--- src/rtl/regfile_pkg.sv ---
// Shared sizing defaults and packed-port helpers for the multi-port register file.
package regfile_pkg;

  localparam int unsigned DATA_W_DEF = 32;
  localparam int unsigned ADDR_W_DEF = 5;
  localparam int unsigned BE_W       = DATA_W_DEF / 8;
  localparam logic [DATA_W_DEF-1:0] ZERO_WORD = '0;

  // Lowest bit index of port `port` inside a bus packed as port-count x width.
  function automatic int unsigned port_lo(input int unsigned port, input int unsigned width);
    return port * width;
  endfunction

endpackage

--- src/rtl/regfile_fwd_mux.sv ---
// Byte-granular write merge: overlays this cycle's writes onto a stored word.
// Serves both the read-port forwarding and the storage next-state logic.
module regfile_fwd_mux
  import regfile_pkg::*;
#(
  parameter int unsigned DATA_W   = DATA_W_DEF,
  parameter int unsigned ADDR_W   = ADDR_W_DEF,
  parameter int unsigned NUM_WR   = 2,
  parameter bit          ZERO_REG = 1'b1
) (
  input  logic                       rd_en_i,
  input  logic [ADDR_W-1:0]          rd_addr_i,
  input  logic [DATA_W-1:0]          word_i,
  input  logic                       busy_i,
  input  logic [NUM_WR-1:0]          wr_en_i,
  input  logic [NUM_WR*ADDR_W-1:0]   wr_addr_i,
  input  logic [NUM_WR*DATA_W-1:0]   wr_data_i,
  input  logic [NUM_WR*DATA_W/8-1:0] wr_be_i,
  output logic [DATA_W-1:0]          rd_data_o,
  output logic                       rd_busy_o
);

  localparam int unsigned NB = DATA_W / 8;

  logic [DATA_W-1:0] merged;
  logic              hit;

  always_comb begin
    merged = word_i;
    hit    = 1'b0;
    // Ascending port order lets the younger (higher-index) port overwrite.
    for (int k = 0; k < NUM_WR; k++) begin
      if (wr_en_i[k] && (wr_addr_i[port_lo(k, ADDR_W) +: ADDR_W] == rd_addr_i)) begin
        hit = 1'b1;
        for (int b = 0; b < NB; b++) begin
          if (wr_be_i[port_lo(k, NB) + b]) begin
            merged[b*8 +: 8] = wr_data_i[port_lo(k, DATA_W) + b*8 +: 8];
          end
        end
      end
    end
    if (!rd_en_i || (ZERO_REG && (rd_addr_i == '0))) begin
      rd_data_o = '0;
      rd_busy_o = 1'b0;
    end else begin
      rd_data_o = merged;
      rd_busy_o = busy_i & ~hit;
    end
  end

endmodule

--- src/rtl/regfile_mp.sv ---
// Multi-port register file with byte enables, same-cycle read forwarding
// and a per-register busy scoreboard.
module regfile_mp
  import regfile_pkg::*;
#(
  parameter int unsigned DATA_W   = DATA_W_DEF,
  parameter int unsigned ADDR_W   = ADDR_W_DEF,
  parameter int unsigned NUM_RD   = 2,
  parameter int unsigned NUM_WR   = 2,
  parameter bit          ZERO_REG = 1'b1
) (
  input  logic                       clk,
  input  logic                       rst,
  input  logic [NUM_WR-1:0]          wr_en_i,
  input  logic [NUM_WR*ADDR_W-1:0]   wr_addr_i,
  input  logic [NUM_WR*DATA_W-1:0]   wr_data_i,
  input  logic [NUM_WR*DATA_W/8-1:0] wr_be_i,
  input  logic [NUM_RD-1:0]          rd_en_i,
  input  logic [NUM_RD*ADDR_W-1:0]   rd_addr_i,
  output logic [NUM_RD*DATA_W-1:0]   rd_data_o,
  output logic [NUM_RD-1:0]          rd_busy_o,
  input  logic                       busy_set_i,
  input  logic [ADDR_W-1:0]          busy_addr_i,
  input  logic                       flush_i
);

  localparam int unsigned REG_NUM = 2 ** ADDR_W;

  logic [DATA_W-1:0] regs_q      [REG_NUM];
  logic [DATA_W-1:0] regs_d      [REG_NUM];
  logic [DATA_W-1:0] merged_word [REG_NUM];
  logic              busy_q      [REG_NUM];
  logic              busy_d      [REG_NUM];
  logic              busy_fwd    [REG_NUM];

  genvar gi;

  // Next state of each register is its own forwarded view, so reads and writes share one priority rule.
  generate
    for (gi = 0; gi < REG_NUM; gi++) begin : g_wr
      regfile_fwd_mux #(
        .DATA_W  (DATA_W),
        .ADDR_W  (ADDR_W),
        .NUM_WR  (NUM_WR),
        .ZERO_REG(ZERO_REG)
      ) u_merge (
        .rd_en_i  (1'b1),
        .rd_addr_i(ADDR_W'(gi)),
        .word_i   (regs_q[gi]),
        .busy_i   (busy_q[gi]),
        .wr_en_i  (wr_en_i),
        .wr_addr_i(wr_addr_i),
        .wr_data_i(wr_data_i),
        .wr_be_i  (wr_be_i),
        .rd_data_o(merged_word[gi]),
        .rd_busy_o(busy_fwd[gi])
      );
    end

    for (gi = 0; gi < NUM_RD; gi++) begin : g_rd
      regfile_fwd_mux #(
        .DATA_W  (DATA_W),
        .ADDR_W  (ADDR_W),
        .NUM_WR  (NUM_WR),
        .ZERO_REG(ZERO_REG)
      ) u_fwd (
        .rd_en_i  (rd_en_i[gi] & ~rst),
        .rd_addr_i(rd_addr_i[port_lo(gi, ADDR_W) +: ADDR_W]),
        .word_i   (regs_q[rd_addr_i[port_lo(gi, ADDR_W) +: ADDR_W]]),
        .busy_i   (busy_q[rd_addr_i[port_lo(gi, ADDR_W) +: ADDR_W]]),
        .wr_en_i  (wr_en_i),
        .wr_addr_i(wr_addr_i),
        .wr_data_i(wr_data_i),
        .wr_be_i  (wr_be_i),
        .rd_data_o(rd_data_o[port_lo(gi, DATA_W) +: DATA_W]),
        .rd_busy_o(rd_busy_o[gi])
      );
    end
  endgenerate

  // Scoreboard priority: flush, then a new producer mark, then write-back clear.
  always_comb begin
    for (int i = 0; i < REG_NUM; i++) begin
      regs_d[i] = merged_word[i];
      busy_d[i] = busy_fwd[i];
      if (busy_set_i && (busy_addr_i == ADDR_W'(i))) begin
        busy_d[i] = 1'b1;
      end
      if ((ZERO_REG && (i == 0)) || flush_i) begin
        busy_d[i] = 1'b0;
      end
    end
  end

  always_ff @(posedge clk or posedge rst) begin
    if (rst) begin
      for (int i = 0; i < REG_NUM; i++) begin
        regs_q[i] <= '0;
        busy_q[i] <= 1'b0;
      end
    end else begin
      for (int i = 0; i < REG_NUM; i++) begin
        regs_q[i] <= regs_d[i];
        busy_q[i] <= busy_d[i];
      end
    end
  end

endmodule

--- config.mk ---
export PLATFORM = sky130hd
export DESIGN_NAME = regfile_mp
export DESIGN_NICKNAME = d
export VERILOG_FILES = /design/src/rtl/regfile_pkg.sv /design/src/rtl/regfile_fwd_mux.sv /design/src/rtl/regfile_mp.sv
export SDC_FILE = /design/constraint.sdc
export NUM_CORES = 2
export LEC_CHECK = 0
export CELL_PAD_IN_SITES_DETAIL_PLACEMENT = 2
export CELL_PAD_IN_SITES_GLOBAL_PLACEMENT = 2
export CORE_ASPECT_RATIO = 1.5
export CORE_MARGIN = 2
export CORE_UTILIZATION = 41
export DETAILED_ROUTE_END_ITERATION = 10
export PLACE_DENSITY = 0.81
export SLEW_MARGIN = 20
export SYNTH_ARGS = -nofsm -noshare
export SYNTH_HDL_FRONTEND = slang
export SYNTH_SLANG_ARGS = --single-unit
--- constraint.sdc ---
create_clock -name clk -period 50 [get_ports clk]
set_input_delay 7.5 -clock clk [delete_from_list [all_inputs] [get_ports clk]]
set_output_delay 7.5 -clock clk [all_outputs]
set_load 0.01 [all_outputs]
After elaboration in Yosys (flattened, before gate mapping):

Cells that the tools add are included.

* bits in latches: 0
* logic and storage cells: 809
* output and inout bits: 66
* memory bits (read-only): 0
* register bits: 1023
* memory bits (writable): 0
* memories: 0
* input bits: 105

* muxes and demuxes: 474
* reduce and logical (&&, ||, !) cells: 103
* multipliers: 0
* magnitude comparators: 2
* bitwise operators: 71
* div/mod/pow operators: 0
* add/subtract/negate cells: 0
* shift operators: 0
* eq/ne operators: 97

Operators with widths (number)
* 2-to-1 mux 32 bit: 72
* 2-to-1 mux 8 bit: 264
* binary-select mux 32 bit (select 5 bit): 2
* == test 5 bit, second input constant: 48
* 2-to-1 mux 1 bit: 134
* == test 5 x 4 -> 1 bit, second input constant: 24
* logical AND 1 bit: 97
* == test 5 x 3 -> 1 bit, second input constant: 12
* bitwise AND 1 bit: 35
* inverter 1 bit: 34
* == test 5 x 2 -> 1 bit, second input constant: 6
* == test 5 bit: 4
* == test 5 x 1 -> 1 bit, second input constant: 3
* >= comparator 6 bit, second input constant: 2
* inverter 5 -> 6 bit: 2
* binary-select mux 1 bit (select 5 bit): 2
* zero test 5 bit: 2
* zero test 1 bit: 2
* logical OR 1 bit: 2

Depth between registers and ports, before layout:

* word-level depth: 9
* gate-level depth with buffers: 11
* depth with buffers taken out: 6

By module:

A second synthesis with hierarchy kept.

* cells, all modules: 6908
* area total of the unflattened synthesis: 74300.0 µm²

By module, submodules not included
* regfile_mp: instances 1, area each 42210.5 µm², cells each 2231, seq. area each 26400.3 µm²
* regfile_fwd_mux at g_rd[1].u_fwd ...: instances 33, area each 930.9 µm², cells each 136, seq. area each 0.0 µm²
* regfile_fwd_mux at g_rd[0].u_fwd: instances 1, area each 1370.1 µm², cells each 189, seq. area each 0.0 µm²

Least setup slack after synthesis:

Ideal clock, no wire load.

* kind: input to output
* from: input port rst
* to: output port rd_data_o[32]
* cell stages on the path: 5
* setup slack: 6.584 ns
* data arrival time: 35.916 ns
* cells stage by stage: inv_1 nand3_1 a221oi_1 o31a_1 a221o_1

* longest elaborated chain between the ends: 5

Ends and longest elaborated chain
* from (decl): RTL line regfile_mp.sv:13 `input logic rst,`
* inverter 1 bit: RTL line regfile_mp.sv:67 `.rd_en_i (rd_en_i[gi] & ~rst),`
* bitwise AND 1 bit: RTL line regfile_mp.sv:67
* zero test 1 bit: RTL line regfile_fwd_mux.sv:42 `if (!rd_en_i || (ZERO_REG && (rd_addr_i == '0))) begin`
* logical OR 1 bit: RTL line regfile_fwd_mux.sv:42
* 2-to-1 mux 32 bit: RTL line regfile_fwd_mux.sv:42
* to (decl): RTL line regfile_mp.sv:20 `output logic [NUM_RD*DATA_W-1:0] rd_data_o,`

Every way passes these cells.

Final worst setup path:

* from: input port rd_addr_i[6]
* to: output port rd_data_o[41]

* longest elaborated chain between the ends: 9
* elaborated cells between the ends (all ways): 15
* those cells by class: eq/ne (2); mux (8); bitwise (1); reduce/logical (4)

Ends and longest elaborated chain
* from (decl): RTL line regfile_mp.sv:19 `input logic [NUM_RD*ADDR_W-1:0] rd_addr_i,`
* inverter 5 -> 6 bit (implied by the code): RTL line regfile_mp.sv:69 `.word_i (regs_q[rd_addr_i[port_lo(gi, ADDR_W) +: ADDR_W]]),`
* binary-select mux 32 bit (select 5 bit): RTL line regfile_mp.sv:69
* 2-to-1 mux 32 bit (implied by the code) (2 in a row): RTL line regfile_mp.sv:69
* 2-to-1 mux 8 bit: RTL line regfile_fwd_mux.sv:36 `if (wr_be_i[port_lo(k, NB) + b]) begin`
* 2-to-1 mux 32 bit: RTL line regfile_fwd_mux.sv:33 `if (wr_en_i[k] && (wr_addr_i[port_lo(k, ADDR_W) +: ADDR_W] == rd_addr_i)) begin`
* 2-to-1 mux 8 bit: RTL line regfile_fwd_mux.sv:36
* 2-to-1 mux 32 bit: RTL line regfile_fwd_mux.sv:33
* 2-to-1 mux 32 bit *: RTL line regfile_fwd_mux.sv:42

Mark *: on every way between the ends. The rest lies on a longest branch, timed or not. The select of a mux whose other input is x is not followed.

==> impl_summary.txt <==
----------------------------------------------------
[Floorplanning]
  Total core area ... ~160000 um^2
  Placement Rows ... 180
  Width of the chip ... ~330 um
  Top-level I/O count ... ~170
  Effective utilization at floorplan ... between 40% and 50%
  Height of the die ... approximately 500 um
  Full die area ... 165000 um^2

[Detailed routing]
  Final WL ... approximately 320000 um
  M1 wire length ... about 110000 um
  Average wire per standard cell ... 36.0 um
  Vias per Instance ... 6.87
  Remaining number of nets flagged by the antenna check after routing ... 0
  Highest routed metal layer ... met5
  Number of search-and-repair iterations in the first detailed-routing pass ... 8
  Met2 wirelength from detailed routing ... roughly 150000 um
  Routed wl met3 ... about 27000 um
  DR iter-0 viols ... approximately 5500
  Total DRC errors in the routed layout ... 0
  DR vias ... slightly above 60000

[Layout]
  Area growth syn-to-layout ... 10.1%
  Leading cell types in the layout, fill and taps excluded ... 1599 x sky130_fd_sc_hd__mux2i_1, 1145 x sky130_fd_sc_hd__nor2_1, 1023 x sky130_fd_sc_hd__dfrtp_1
  Cell Count, Final, Fillers Out ... 8931
  Non-Filler Cell Area, Final ... roughly 73000 um^2
  Commonest non-fill, non-tap cell in the layout ... sky130_fd_sc_hd__mux2i_1
  Fraction of layout cells with a size suffix above 1 ... a little under a tenth
  Util after Layout ... 45.4%
  Final layout net count ... around 6800

[Power]
  PwrDens ... approximately 39 nW/um^2
  Final Power ... approximately 2.9 mW
  P_leak ... 37.3 nW
  Worst IR drop on VDD ... about 0.026 mV

[CTS]
  CTS Buffer Depth ... 3
  Source-to-sink clock delay at the later pin of the worst-skew pair ... roughly 0.83 ns
  Post-cts resize count ... 0
  CTS hold repair buffers ... 0
  Buffers inserted by post-CTS timing repair ... 0
  Clock-pin slew reported for the worst setup and hold paths after clock tree synthesis ... roughly 0.06 ns
  Num CTS Buffers ... 110
  Buffer cell driving the clock tree root ... sky130_fd_sc_hd__clkbuf_16
  CTS tree ... done
  Sinks on Clock Net ... 1023
  Depth of the CTS H-tree ... 3

[GRT]
  Via count of the first global-routing pass ... slightly below 70000
  First-pass GRT wire length ... about 470000 um
  Maximum number of pins on one net before global-route repair ... between 100 and 150
  Antenna violations before repair ... 17
  Global routing usage summed across all routing layers ... 38.4%
  GRT overflow ... 0

[Synth]
  Ys flop type ... sky130_fd_sc_hd__dfrtp_1
  Synth Cell Area ... between 60000 and 70000 um^2
  Flip-flop and latch count after synthesis ... just over 1000
  Number of flops mapped to enable cells by yosys ... 0
  Post-synthesis sequential area ratio ... between 30% and 40%
  Yosys Warn Count ... 0
  Library cells used by synthesis ... 51
  Mean Syn Cell Area ... 9.47 um^2
  Post-Synthesis Cells ... between 6000 and 7000
  Synth async-reset ratio ... 100%
  Post-Syn Nets ... around 7100

[Place]
  Dpl hpwl ... roughly 210000 um
  Number of I/O port buffers ... 170
  Worst Setup Slack post-DPL ... roughly 30 ns
  Total placed cells including tap cells ... between 8000 and 9000
  Routability congestion estimate from global placement ... between 0.9 and 1
  Area post-placement ... 69100 um^2

[Worst setup path]
  Ordered list of cells on the worst path ... buf_8 -> buf_4 -> buf_4 -> buf_4 -> mux2i_1 -> a22oi_1 -> nand3_1 -> nand2_1 -> o31a_1 -> a221o_1 -> clkdlybuf4s50_1
  WP data required ... 42.50 ns
  Critical path arrival ... 12.76 ns
  Stage delay of the slowest cell on the critical path ... a little over 0.8 ns
  Setup crit start kind ... input port
  Highest net fanout along the worst path ... 90
  Slowest stage cell, crit path ... sky130_fd_sc_hd__buf_4
  Most numerous cell on the critical path ... sky130_fd_sc_hd__buf_4
  WS Path Type ... input port to output port
  Kind of end point of the critical path ... output port

[Timing]
  Setup-failing EPs final ... 0
  Setup TNS after final layout ... 0 ns
  Clock Skews ... 0 ns
  Maximum clock frequency ... 0.0494 GHz
  Hold slack ... between 0.5 and 0.6 ns
  RSZ-0062 raised after global routing ... no
  Slew Viols, Final ... 0
  Period utilization ... approximately two fifths
  Post-layout minimum cycle time ... about 20 ns
  Max-Slew Margin vs Limit ... between 10% and 20%
  PnR worst setup slack ... a little under 30 ns
  Worst Max-Slew Pin Slew ... 1.31 ns
  Number of hold violations in the final report ... 0

[Job]
  # Max-Cap Violations ... 0

[Worst hold path]
  Kind of path behind the tightest hold check ... flop to flop

[Outcome]
  Outcome ... completed

----------------------------------------------------
==> worst max-delay path: cells and delay by family <==
kind                   cells  cell delay [ns]
multiplexers               1             0.29
AO/OA/AOI/OAI              3             0.83
AND/OR/NAND/NOR            2             0.43
buffers and inverters      5             3.56
==> synthesized netlist by cell type, drive strengths merged (69+ instances only) <==
cell    count  share of area [%]
mux2i    1599                 24
nor2     1163                6.6
dfrtp    1023                 39
a21oi     999                7.6
clkbuf    504                2.9
nand2     326                1.9
a22oi     250                2.8
buf       196                1.3
mux4      151                5.1
nand3     124               0.94
a221o      96                1.5
mux2       92                1.6
a221oi     87                1.2
nor3       69               0.52
==> logic make-up (layout without fill, tap and decap cells) <==
kind of cell | after synthesis | count (layout) | share of synthesized area, %
AOI/OAI and AO/OA | 1611 | 1611 | 14.9
xor gates and xnor gates | 20 | 20 | 0.265
buffers and inverters | 706 | 550 | 4.24
DFF | 1023 | 1023 | 38.7
muxes | 1842 | 1842 | 30.9
other | 0 | 10 | 0
and+or+nand+nor | 1782 | 1782 | 10.9
==> state kept, by name, summed over array words and instances, names as in the netlist <==
name / cells
busy_q: 31
regs_q: 992
==> path summary, 6_finish.rpt <==
check                                  start       endpoint  slack [ns]  depth (start not counted)
worst max-delay path            rd_addr_i[6]  rd_data_o[41]       29.74                         11
worst min-delay path               busy_q[2]      busy_q[2]        0.57                          2
worst max register to register   regs_q[772]    regs_q[772]       49.04                          2
worst min register to register     busy_q[2]      busy_q[2]        0.57                          2
max in group asynchronous                rst    regs_q[414]       39.16                          7
min in group asynchronous                rst    regs_q[559]        7.17                          2
==> where the power goes <==
| part | internal [mW] | switching (mW) |
|---|---|---|
| Combinational | 0.341 | 0.401 |
| Sequential | 1.04 | 0.205 |
| Clock | 0.477 | 0.386 |
| Total | 1.86 | 0.992 |
==> final cells by class <==
type / count / area, um^2
Timing Repair Buffer: 342 / 3030
Clock buffer: 173 / 3340
Sequential cell: 1023 / 25600
Tap cell: 2093 / 2620
Multi-Input combinational cell: 5255 / 37900
Inverter: 6 / 30.0
Fill cell: 16886 / 87600
Clock inverter: 29 / 277
Antenna cell: 10 / 25.0
==> layer usage <==
layer	global-route usage, %	vias up
met3	10.1	1522
met1	41.0	31710
met5	1.06	-
met4	31.8	28
li1	-	24833
met2	64.0	3294
(Power assumes the default switching activity.)
